**config.mk**
```make
export PLATFORM = sky130hd
export DESIGN_NAME = uart_tx_ctrl_flat
export DESIGN_NICKNAME = d
export VERILOG_FILES = /design/src/rtl/uart_pkg.sv /design/src/rtl/uart_tx_ctrl_if.sv /design/src/rtl/uart_baud_gen.sv /design/src/rtl/uart_tx_ctrl.sv /design/src/flat_wrapper.sv
export SDC_FILE = /design/constraint.sdc
export NUM_CORES = 1
export LEC_CHECK = 0
export BUFFER_PORTS_ARGS = -buffer_cell sky130_fd_sc_hd__buf_2
export CORE_AREA = 2 2 91 93
export DETAILED_ROUTE_END_ITERATION = 8
export DIE_AREA = 0 0 93 95
export GPL_TIMING_DRIVEN = 0
export HOLD_SLACK_MARGIN = 0.02
export PLACE_DENSITY = 0.8
export SETUP_SLACK_MARGIN = 0.15
export SYNTH_ARGS = -nofsm -noshare
export SYNTH_HDL_FRONTEND = slang
export SYNTH_HIERARCHICAL = 1
export SYNTH_SLANG_ARGS = --single-unit
```
**constraint.sdc**
```tcl
create_clock -name pclk -period 8.5 [get_ports pclk]
set_input_delay 1.275 -clock pclk [delete_from_list [all_inputs] [get_ports pclk]]
set_output_delay 1.275 -clock pclk [all_outputs]
set_load 0.01 [all_outputs]
```
**src/rtl/uart_pkg.sv**
```systemverilog
// uart_pkg: types, constants and parity helper shared by the UART TX and RX controllers.
// Contents: tx_state_t (FSM encoding), data_len_t (0=5 .. 3=8 data bits),
//           UART_IDLE_LVL, DATA_LEN_BASE, calc_parity().
package uart_pkg;

    typedef enum logic [2:0] {
        IDLE   = 3'd0,
        START  = 3'd1,
        DATA   = 3'd2,
        PARITY = 3'd3,
        STOP   = 3'd4
    } tx_state_t;

    typedef logic [1:0] data_len_t;

    localparam logic UART_IDLE_LVL = 1'b1;
    localparam int   DATA_LEN_BASE = 5;

    // Bits above the configured data length are masked out before the XOR.
    function automatic logic calc_parity(input logic [7:0] data, input data_len_t len, input logic even);
        logic [7:0] mask;
        mask = 8'hFF >> (2'd3 - len);
        return ^(data & mask) ^ ~even;
    endfunction

endpackage

```
**src/rtl/uart_tx_ctrl_if.sv**
```systemverilog
// uart_tx_ctrl_if: configuration, TX FIFO and serial-line bundle of the UART transmit controller.
// master: register block / FIFO side (drives cfg_*, fifo_empty, fifo_rdata).
// slave : uart_tx_ctrl (drives fifo_rd, uart_tx, tx_busy, tx_done).
interface uart_tx_ctrl_if #(parameter int DIV_W = 16) ();
    import uart_pkg::*;

    logic             cfg_tx_en;
    logic [DIV_W-1:0] cfg_div;
    data_len_t        cfg_data_len;
    logic             cfg_parity_en;
    logic             cfg_parity_even;
    logic             cfg_stop2;
    logic             fifo_empty;
    logic [7:0]       fifo_rdata;
    logic             fifo_rd;
    logic             uart_tx;
    logic             tx_busy;
    logic             tx_done;

    modport master (
        output cfg_tx_en, cfg_div, cfg_data_len, cfg_parity_en, cfg_parity_even, cfg_stop2,
        output fifo_empty, fifo_rdata,
        input  fifo_rd, uart_tx, tx_busy, tx_done
    );

    modport slave (
        input  cfg_tx_en, cfg_div, cfg_data_len, cfg_parity_en, cfg_parity_even, cfg_stop2,
        input  fifo_empty, fifo_rdata,
        output fifo_rd, uart_tx, tx_busy, tx_done
    );

endinterface

```
**src/rtl/uart_baud_gen.sv**
```systemverilog
// uart_baud_gen: bit-period counter; one bit lasts OSR*(i_div+1) pclk cycles.
// Ports: pclk, preset_n (async active-low), i_clear (hold counter at 0),
//        i_div (baud divisor), o_bit_end (high in the last cycle of each bit).
module uart_baud_gen #(
    parameter int OSR   = 16,
    parameter int DIV_W = 16
) (
    input  logic             pclk,
    input  logic             preset_n,
    input  logic             i_clear,
    input  logic [DIV_W-1:0] i_div,
    output logic             o_bit_end
);
    localparam int CW = DIV_W + $clog2(OSR);

    logic [CW-1:0] r_cnt;
    logic [CW-1:0] w_limit;

    // At the largest divisor the product wraps to 0 and the -1 brings it back to all-ones.
    assign w_limit   = CW'(OSR) * (CW'(i_div) + CW'(1)) - CW'(1);
    assign o_bit_end = !i_clear && (r_cnt == w_limit);

    always_ff @(posedge pclk or negedge preset_n) begin
        if (!preset_n) r_cnt <= '0;
        else           r_cnt <= (i_clear || o_bit_end) ? '0 : r_cnt + CW'(1);
    end

endmodule

```
**src/rtl/uart_tx_ctrl.sv**
```systemverilog
// uart_tx_ctrl: UART transmit controller; pops bytes from the TX FIFO and serialises start/data/parity/stop.
// Ports: pclk, preset_n (async active-low), bus (uart_tx_ctrl_if.slave: cfg_*, fifo_*, uart_tx,
//        tx_busy, tx_done).
module uart_tx_ctrl #(
    parameter int OSR   = 16,
    parameter int DIV_W = 16
) (
    input logic           pclk,
    input logic           preset_n,
    uart_tx_ctrl_if.slave bus
);
    import uart_pkg::*;

    localparam logic [2:0] S_IDLE   = 3'(IDLE);
    localparam logic [2:0] S_START  = 3'(START);
    localparam logic [2:0] S_DATA   = 3'(DATA);
    localparam logic [2:0] S_PARITY = 3'(PARITY);
    localparam logic [2:0] S_STOP   = 3'(STOP);

    logic [2:0]       r_state;
    logic [2:0]       r_idx;
    logic [7:0]       r_shift;
    logic [2:0]       r_last;
    logic             r_par_en;
    logic             r_par;
    logic             r_stop2;
    logic [DIV_W-1:0] r_div;
    logic             r_tx;

    logic [2:0]       w_nxt_state;
    logic [2:0]       w_nxt_idx;
    logic [7:0]       w_nxt_shift;
    logic             w_nxt_tx;
    logic             w_bit_end;
    logic             w_done;
    logic             w_pop;

    uart_baud_gen #(.OSR(OSR), .DIV_W(DIV_W)) u_baud (
        .pclk      (pclk),
        .preset_n  (preset_n),
        .i_clear   (r_state == S_IDLE),
        .i_div     (r_div),
        .o_bit_end (w_bit_end)
    );

    // r_idx counts stop bits in STOP, so the frame ends at index r_stop2.
    assign w_done = (r_state == S_STOP) && w_bit_end && (r_idx == {2'b00, r_stop2});
    // preset_n gating keeps the pop strobe quiet while reset is held.
    assign w_pop  = preset_n && bus.cfg_tx_en && !bus.fifo_empty && (r_state == S_IDLE || w_done);

    always_comb begin
        w_nxt_state = r_state;
        w_nxt_idx   = r_idx;
        w_nxt_shift = r_shift;
        if (w_pop) begin
            w_nxt_state = S_START;
            w_nxt_shift = bus.fifo_rdata;
        end else if (w_bit_end) begin
            case (r_state)
                S_START: begin
                    w_nxt_state = S_DATA;
                    w_nxt_idx   = '0;
                end
                S_DATA: begin
                    w_nxt_shift = r_shift >> 1;
                    w_nxt_idx   = (r_idx == r_last) ? '0 : r_idx + 3'd1;
                    w_nxt_state = (r_idx != r_last) ? S_DATA : r_par_en ? S_PARITY : S_STOP;
                end
                S_PARITY: w_nxt_state = S_STOP;
                S_STOP: begin
                    w_nxt_idx   = r_idx + 3'd1;
                    w_nxt_state = w_done ? S_IDLE : S_STOP;
                end
                default: w_nxt_state = S_IDLE;
            endcase
        end
    end

    // The line is registered from the next state so it changes exactly on bit boundaries.
    assign w_nxt_tx = (w_nxt_state == S_START)  ? 1'b0 :
                      (w_nxt_state == S_DATA)   ? w_nxt_shift[0] :
                      (w_nxt_state == S_PARITY) ? r_par : UART_IDLE_LVL;

    always_ff @(posedge pclk or negedge preset_n) begin
        if (!preset_n) begin
            r_state  <= S_IDLE;
            r_idx    <= '0;
            r_shift  <= '0;
            r_last   <= '0;
            r_par_en <= 1'b0;
            r_par    <= 1'b0;
            r_stop2  <= 1'b0;
            r_div    <= '0;
            r_tx     <= UART_IDLE_LVL;
        end else begin
            r_state <= w_nxt_state;
            r_idx   <= w_nxt_idx;
            r_shift <= w_nxt_shift;
            r_tx    <= w_nxt_tx;
            if (w_pop) begin
                r_last   <= 3'(DATA_LEN_BASE - 1) + {1'b0, bus.cfg_data_len};
                r_par_en <= bus.cfg_parity_en;
                r_par    <= calc_parity(bus.fifo_rdata, bus.cfg_data_len, bus.cfg_parity_even);
                r_stop2  <= bus.cfg_stop2;
                r_div    <= bus.cfg_div;
            end
        end
    end

    assign bus.fifo_rd = w_pop;
    assign bus.uart_tx = r_tx;
    assign bus.tx_busy = (r_state != S_IDLE);
    assign bus.tx_done = w_done;

endmodule

```
**src/flat_wrapper.sv**
```systemverilog
// flat-port wrapper written by rule: the top's interface ports become plain ports
module uart_tx_ctrl_flat import uart_pkg::*;
#(
    parameter int OSR   = 16,
    parameter int DIV_W = 16
)
  (pclk, preset_n, bus_cfg_tx_en, bus_cfg_div, bus_cfg_data_len, bus_cfg_parity_en, bus_cfg_parity_even, bus_cfg_stop2, bus_fifo_empty, bus_fifo_rdata, bus_fifo_rd, bus_uart_tx, bus_tx_busy, bus_tx_done);
  uart_tx_ctrl_if #(.DIV_W(DIV_W)) bus_i ();
  input logic pclk;
  input logic preset_n;
  input wire logic [$bits(bus_i.cfg_tx_en)-1:0] bus_cfg_tx_en;
  input wire logic [$bits(bus_i.cfg_div)-1:0] bus_cfg_div;
  input wire logic [$bits(bus_i.cfg_data_len)-1:0] bus_cfg_data_len;
  input wire logic [$bits(bus_i.cfg_parity_en)-1:0] bus_cfg_parity_en;
  input wire logic [$bits(bus_i.cfg_parity_even)-1:0] bus_cfg_parity_even;
  input wire logic [$bits(bus_i.cfg_stop2)-1:0] bus_cfg_stop2;
  input wire logic [$bits(bus_i.fifo_empty)-1:0] bus_fifo_empty;
  input wire logic [$bits(bus_i.fifo_rdata)-1:0] bus_fifo_rdata;
  output wire logic [$bits(bus_i.fifo_rd)-1:0] bus_fifo_rd;
  output wire logic [$bits(bus_i.uart_tx)-1:0] bus_uart_tx;
  output wire logic [$bits(bus_i.tx_busy)-1:0] bus_tx_busy;
  output wire logic [$bits(bus_i.tx_done)-1:0] bus_tx_done;
  assign bus_i.cfg_tx_en = bus_cfg_tx_en;
  assign bus_i.cfg_div = bus_cfg_div;
  assign bus_i.cfg_data_len = bus_cfg_data_len;
  assign bus_i.cfg_parity_en = bus_cfg_parity_en;
  assign bus_i.cfg_parity_even = bus_cfg_parity_even;
  assign bus_i.cfg_stop2 = bus_cfg_stop2;
  assign bus_i.fifo_empty = bus_fifo_empty;
  assign bus_i.fifo_rdata = bus_fifo_rdata;
  assign bus_fifo_rd = bus_i.fifo_rd;
  assign bus_uart_tx = bus_i.uart_tx;
  assign bus_tx_busy = bus_i.tx_busy;
  assign bus_tx_done = bus_i.tx_done;
  uart_tx_ctrl #(.OSR(OSR), .DIV_W(DIV_W)) u_core (.pclk(pclk), .preset_n(preset_n), .bus(bus_i));
endmodule
```
======== Word level (Yosys, flattened, before mapping) ========
Cells that the tools add are included.
operators by class
  add/subtract/negate cells ............... 6
  equality and inequality tests ........... 11
  shifts and indexed selects .............. 1
  muxes and demuxes ....................... 15
  bitwise operators ....................... 4
  reductions and logical operators ........ 18
operators by type and width
  kind                                                                  count
  8-bit two-way mux                                                     3
  20-bit by 1-bit adder with 20-bit output, second input constant       1
  20-bit == test                                                        1
  20-bit two-way mux                                                    1
  20-bit by 1-bit subtractor with 20-bit output, second input constant  1
  3-bit two-way mux                                                     6
  16-bit by 1-bit adder with 16-bit output, second input constant       1
  3-bit by 2-bit == test with 1-bit output, second input constant       4
  3-bit one-hot mux with 4 select lines                                 1
  3-bit one-hot mux with 3 select lines                                 1
  8-bit bitwise AND                                                     1
  8-bit parity                                                          1
  8-bit by 2-bit right shift with 8-bit output, first input constant    1
  3-bit by 1-bit == test with 1-bit output, second input constant       2
  1-bit logical AND                                                     6
  3-bit nonzero test                                                    2
  2-bit nonzero test                                                    2
  3-bit by 1-bit adder with 3-bit output, second input constant         1
  3-bit by 2-bit adder with 3-bit output, first input constant          1
  3-bit by 1-bit == test with 1-bit output                              1
  3-bit == test                                                         1
  3-bit == test, second input constant                                  1
  3-bit zero test                                                       1
  1-bit two-way mux                                                     3
  other kinds (8)                                                       11
word-level totals
  bits in registers ....................... 57
  input port bits ......................... 33
  output and inout bits ................... 4
  logic and storage cells ................. 66

======== Logic depth before layout (Yosys ltp) ========
  depth in word-level cells ............... 14
  mapped depth ............................ 20
  depth with buffers taken out ............ 15

======== Modules after synthesis ========
Netlist, hierarchy kept.
by module, submodules not included
  module         times used  cells each  area an instance (um2)  sequential area each (um2)
  uart_baud_gen  1           236         1,970.6                 500.5
  uart_tx_ctrl   1           187         1,840.5                 927.1

======== Least setup slack after synthesis ========
No wires, ideal clock.
  path kind ............................... flip-flop to output port
  start ................................... register u_core.r_div[7]
  end ..................................... output port bus_fifo_rd
  arrival ................................. 4.086 ns
  required time ........................... 7.225 ns
  slack ................................... 3.139 ns
  stages on the path, launching flop included .. 19
  path buffers ............................ 6
  path through ............................ dfrtp_1 > buf_2 > or2_0 > mux2_2 > o32a_1 > buf_2 > or4_4 > nor4_1 > nor3_1 > nor4_2 > buf_4 > and2b_1 > inv_2 > or4_4 > a21o_1 > buf_6 > inv_4 > buf_12 > buf_12
between the ends
  longest elaborated chain between the ends .. 8
RTL lines
  what                                           line                 source
  from (decl)                                    uart_tx_ctrl.sv:27   logic [DIV_W-1:0] r_div;
  from (signal assigned)                         uart_tx_ctrl.sv:105  r_div <= bus.cfg_div;
  16-bit by 1-bit adder with 16-bit output       uart_baud_gen.sv:20  assign w_limit = CW'(OSR) * (CW'(i_div) + CW'(1)) - CW'(1);
  20-bit by 1-bit subtractor with 20-bit output  uart_baud_gen.sv:20
  20-bit == test                                 uart_baud_gen.sv:21  assign o_bit_end = !i_clear && (r_cnt == w_limit);
  1-bit logical AND                              uart_baud_gen.sv:21
  via u_core.w_bit_end                           uart_tx_ctrl.sv:34   logic w_bit_end;
  1-bit logical AND (2 in series)                uart_tx_ctrl.sv:47   assign w_done = (r_state == S_STOP) && w_bit_end && (r_idx == {2'b00, r_stop2});
  1-bit logical OR                               uart_tx_ctrl.sv:49   assign w_pop = preset_n && bus.cfg_tx_en && !bus.fifo_empty && (r_state == S_IDLE || w_done);
  1-bit logical AND                              uart_tx_ctrl.sv:49
  to (decl)                                      flat_wrapper.sv:19   output wire logic [$bits(bus_i.fifo_rd)-1:0] bus_fifo_rd;
The timed path passes the listed nets, and every way through them passes these cells.

======== Final worst setup path ========
  start ................................... register u_core.r_div[4]
  end ..................................... output port bus_fifo_rd
The elaborated chain is that of the path after synthesis.

==> results.toml <==
[drt]
wl_um = 8620
first_pass_iters = 4
detail_route.wl_per_cell_um = 14.9
route.detailed.drc = 0
via_per_inst = 5.73
drt_first_iter_violations = 231
vias = 3324
drtAntennaViolNets = 0

[min_path]
hp-start = "u_core/u_baud/r_cnt[0]"
worstHoldPathCells = 1
holdPathEnd = "u_core/u_baud/r_cnt[0]"
hp-class = "reg -> reg"

[clocking]
hold_buffers = 0
clock_sinks = 57
cts_repair_resize_count = 0
htree_levels = 3
insertion_delay_ns = 0.33
path_clk_slew_ns = 0.07
numCtsBuffers = 9
cts-root-buf = "clkbuf_8"
clockBufferDepth = 2
post-cts-setup-buffers = 0
cts_tree = "done"

[sta]
hold_viol_final = 0
fmax_mhz = 156
fin_skew_ns = 0.00504
drv_slew = 0
final.setup.tns_ns = 0
slew-limit-headroom = 0.518
grt_setup_unrepaired = "no"
min_period_ns = 6.42
period_share = 0.756
setup_viol = 0
worst_pin_slew_ns = 0.724
holdWs_ns = 0.478

[floorplanning]
core_um2 = 7930
fp.dieW_um = 93
num_io_pins = 37
fp.dieH_um = 95
rows = 33
design.die.area_um2 = 8840
start_util = 0.481

[layout]
num-nets-final = 506
drive_above_1_share = 0.175
area_growth_syn_to_layout_pct = 14.0
final_cells = 580
antennaDiodeCount = 0

[power]
vdd_drop_max_mv = 0.125
power.switching_w = 0.000164
p_clk_frac = 0.429
seqPwrFrac = 0.447
internal-power_w = 0.000480
p_leak_nw = 2.01
power.density_nw_per_um2 = 148
sw_frac_of_total = 0.255
comb_power_share = 0.124

[synthesis]
syn-num-nets = 459
netlist_area_um2 = 3810
ys_warn_count = 6
async_reset_ff_frac = 1.00
syn_area_per_cell_um2 = 9.01
synth.distinct_cells = 70
synthCells = 423
synth_ff_type = "dfrtp_1"
ys_seq_elements = 57
synth-edff-count = 0
ys_seq_area_frac = 0.375

[place]
placed_cells_incl_taps = 564
numPortBuffers = 36
gp_congestion = 0.857
detailed_place_hpwl_um = 6070

[setup_path]
rr_worst_depth = 18
worst_ep_arrival_time_ns = 5.15
cp.required_ns = 7.22
r2r-end = "u_core/r_div[11]"
r2r-start = "u_core/r_div[4]"
critPathKind = "reg -> out"
worstSetupEndpointType = "output pin"
crit_fanout = 10
startpoint_type = "flop"
ff2ff_setup_slack_ns = 3.54

[global_routing]
grt_use_total = 0.209
grt_max_degree = 59
antenna_found_initial = 0
grt_first_pass_wirelength_um = 15000
grt_pass1_vias = 3284
grt-ovfl-total = 0

[outcome]
status = "finished clean"

[run]
cap_violations = 0
## worst max path at each step
| stage | start | endpoint | slack (ns) | cells after the start |
|---|---|---|---|---|
| 2_1_floorplan | u_core/r_div[7] | bus_fifo_rd | 3.14 | 18 |
| 3_3_place_gp | u_core/r_div[0] | bus_fifo_rd | 2.55 | 18 |
| 3_5_place_dp | u_core/r_div[0] | bus_fifo_rd | 2.45 | 18 |
| 4_1_cts | u_core/r_div[0] | bus_fifo_rd | 2.06 | 18 |
| 5_1_grt | u_core/r_div[0] | bus_fifo_rd | 1.74 | 18 |
| 6_report | u_core/r_div[4] | bus_fifo_rd | 2.08 | 19 |
## power by group through the flow
stage	sequential, W	combinational, W	clock, W
after floorplan	0.000291	0.0000544	0
after global routing	0.000289	0.0000895	0.000293
after global placement	0.000292	0.0000771	0
after CTS	0.000288	0.0000799	0.000282
final	0.000288	0.0000796	0.000277
after detailed placement	0.000293	0.0000791	0
## metrics by stage
step / util / worst slack, ns / total power (W) / instance area, um2
5_1_grt: 0.548 / 1.74 / 0.000672 / 4340
3_5_place_dp: 0.520 / 2.45 / 0.000372 / 4120
2_1_floorplan: - / 3.14 / 0.000345 / 3810
4_1_cts: 0.548 / 2.06 / 0.000649 / 4340
6_report: 0.548 / 2.08 / 0.000644 / 4340
3_3_place_gp: 0.520 / 2.55 / 0.000370 / 4120
## state kept, by name, summed over array words and instances, names as in the netlist
| register | count |
|---|---|
| u_core/r_shift | 8 |
| u_core/bus.uart_tx | 1 |
| u_core/r_div | 16 |
| u_core/r_par_en | 1 |
| u_core/r_last | 3 |
| u_core/r_state | 3 |
| u_core/u_baud/r_cnt | 20 |
| u_core/r_par | 1 |
| u_core/r_idx | 3 |
| u_core/r_stop2 | 1 |
## layout by cell type, fill, tap and decap left out, types with 5 or more instances in the layout
cell type	n
nor4_1	8
or3_1	5
and3_1	11
nor2_1	19
a21o_1	10
clkbuf_1	11
buf_2	42
inv_1	6
nor3_1	30
dfrtp_1	56
o21ai_0	7
xor2_1	22
xnor2_1	29
nand2_1	79
clkbuf_8	9
nand4_1	8
nand3_1	16
## worst max-delay path, cell delays in order, from the launching register on
cell and delay (ns):
dfrtp_1 0.38, buf_2 0.17, nand4_1 0.19, clkbuf_1 0.42, nor4_1 0.18, or4b_1 0.49, o41a_1 0.32, a211oi_1 0.29
o2111ai_1 0.17, nor4_2 0.25, buf_4 0.24, and2b_1 0.24, inv_2 0.09, or4_4 0.58, a21o_1 0.21, buf_6 0.14
inv_4 0.06, buf_12 0.13, buf_12 0.13, buf_2 0.13
## cell usage after synthesis, types with 4 or more instances
library cell	n	area share
a22o_1	4	0.0092
xor2_1	22	0.051
nand3_1	16	0.021
xnor2_1	29	0.067
nor4_1	8	0.013
nand2_1	79	0.078
and3_1	11	0.018
nand4_1	8	0.013
buf_2	7	0.0092
a21oi_1	4	0.0053
nor2_1	19	0.019
o21ai_0	7	0.0092
a21o_1	10	0.020
mux2i_1	4	0.011
clkbuf_1	11	0.011
inv_1	6	0.0059
nor3_1	30	0.039
or3_1	5	0.0082
dfrtp_1	56	0.37
## logic make-up (layout without fill, tap and decap cells)
logic type / after synthesis / in the layout / share of synthesized area
AOI/OAI and AO/OA: 62 / 62 / 0.134
xor gates and xnor gates: 54 / 54 / 0.135
adders and majority gates: 3 / 3 / 0.00985
buffers and inverters: 35 / 87 / 0.0548
DFF: 57 / 57 / 0.375
muxes: 9 / 9 / 0.0253
and+or+nand+nor: 203 / 203 / 0.266
## per-layer routing
metal | vias up | share of wire | GRT usage
li1 | 1604 | - | -
met1 | 1607 | 0.45 | 0.274
met2 | 101 | 0.49 | 0.350
met3 | 12 | 0.050 | 0.0319
met4 | 0 | 0.014 | 0.0784
met5 | - | 0 | 0
## layout make-up
type / count / area [um2]
fillers: 722 / 3580
multi-input cells: 331 / 2170
flip-flops and latches: 57 / 1430
repair buffers: 36 / 183
plain buffers: 27 / 176
well taps: 105 / 131
clock buffers: 9 / 124
clock inverters: 7 / 95.1
inverters: 8 / 32.5
(Power assumes the default switching activity.)
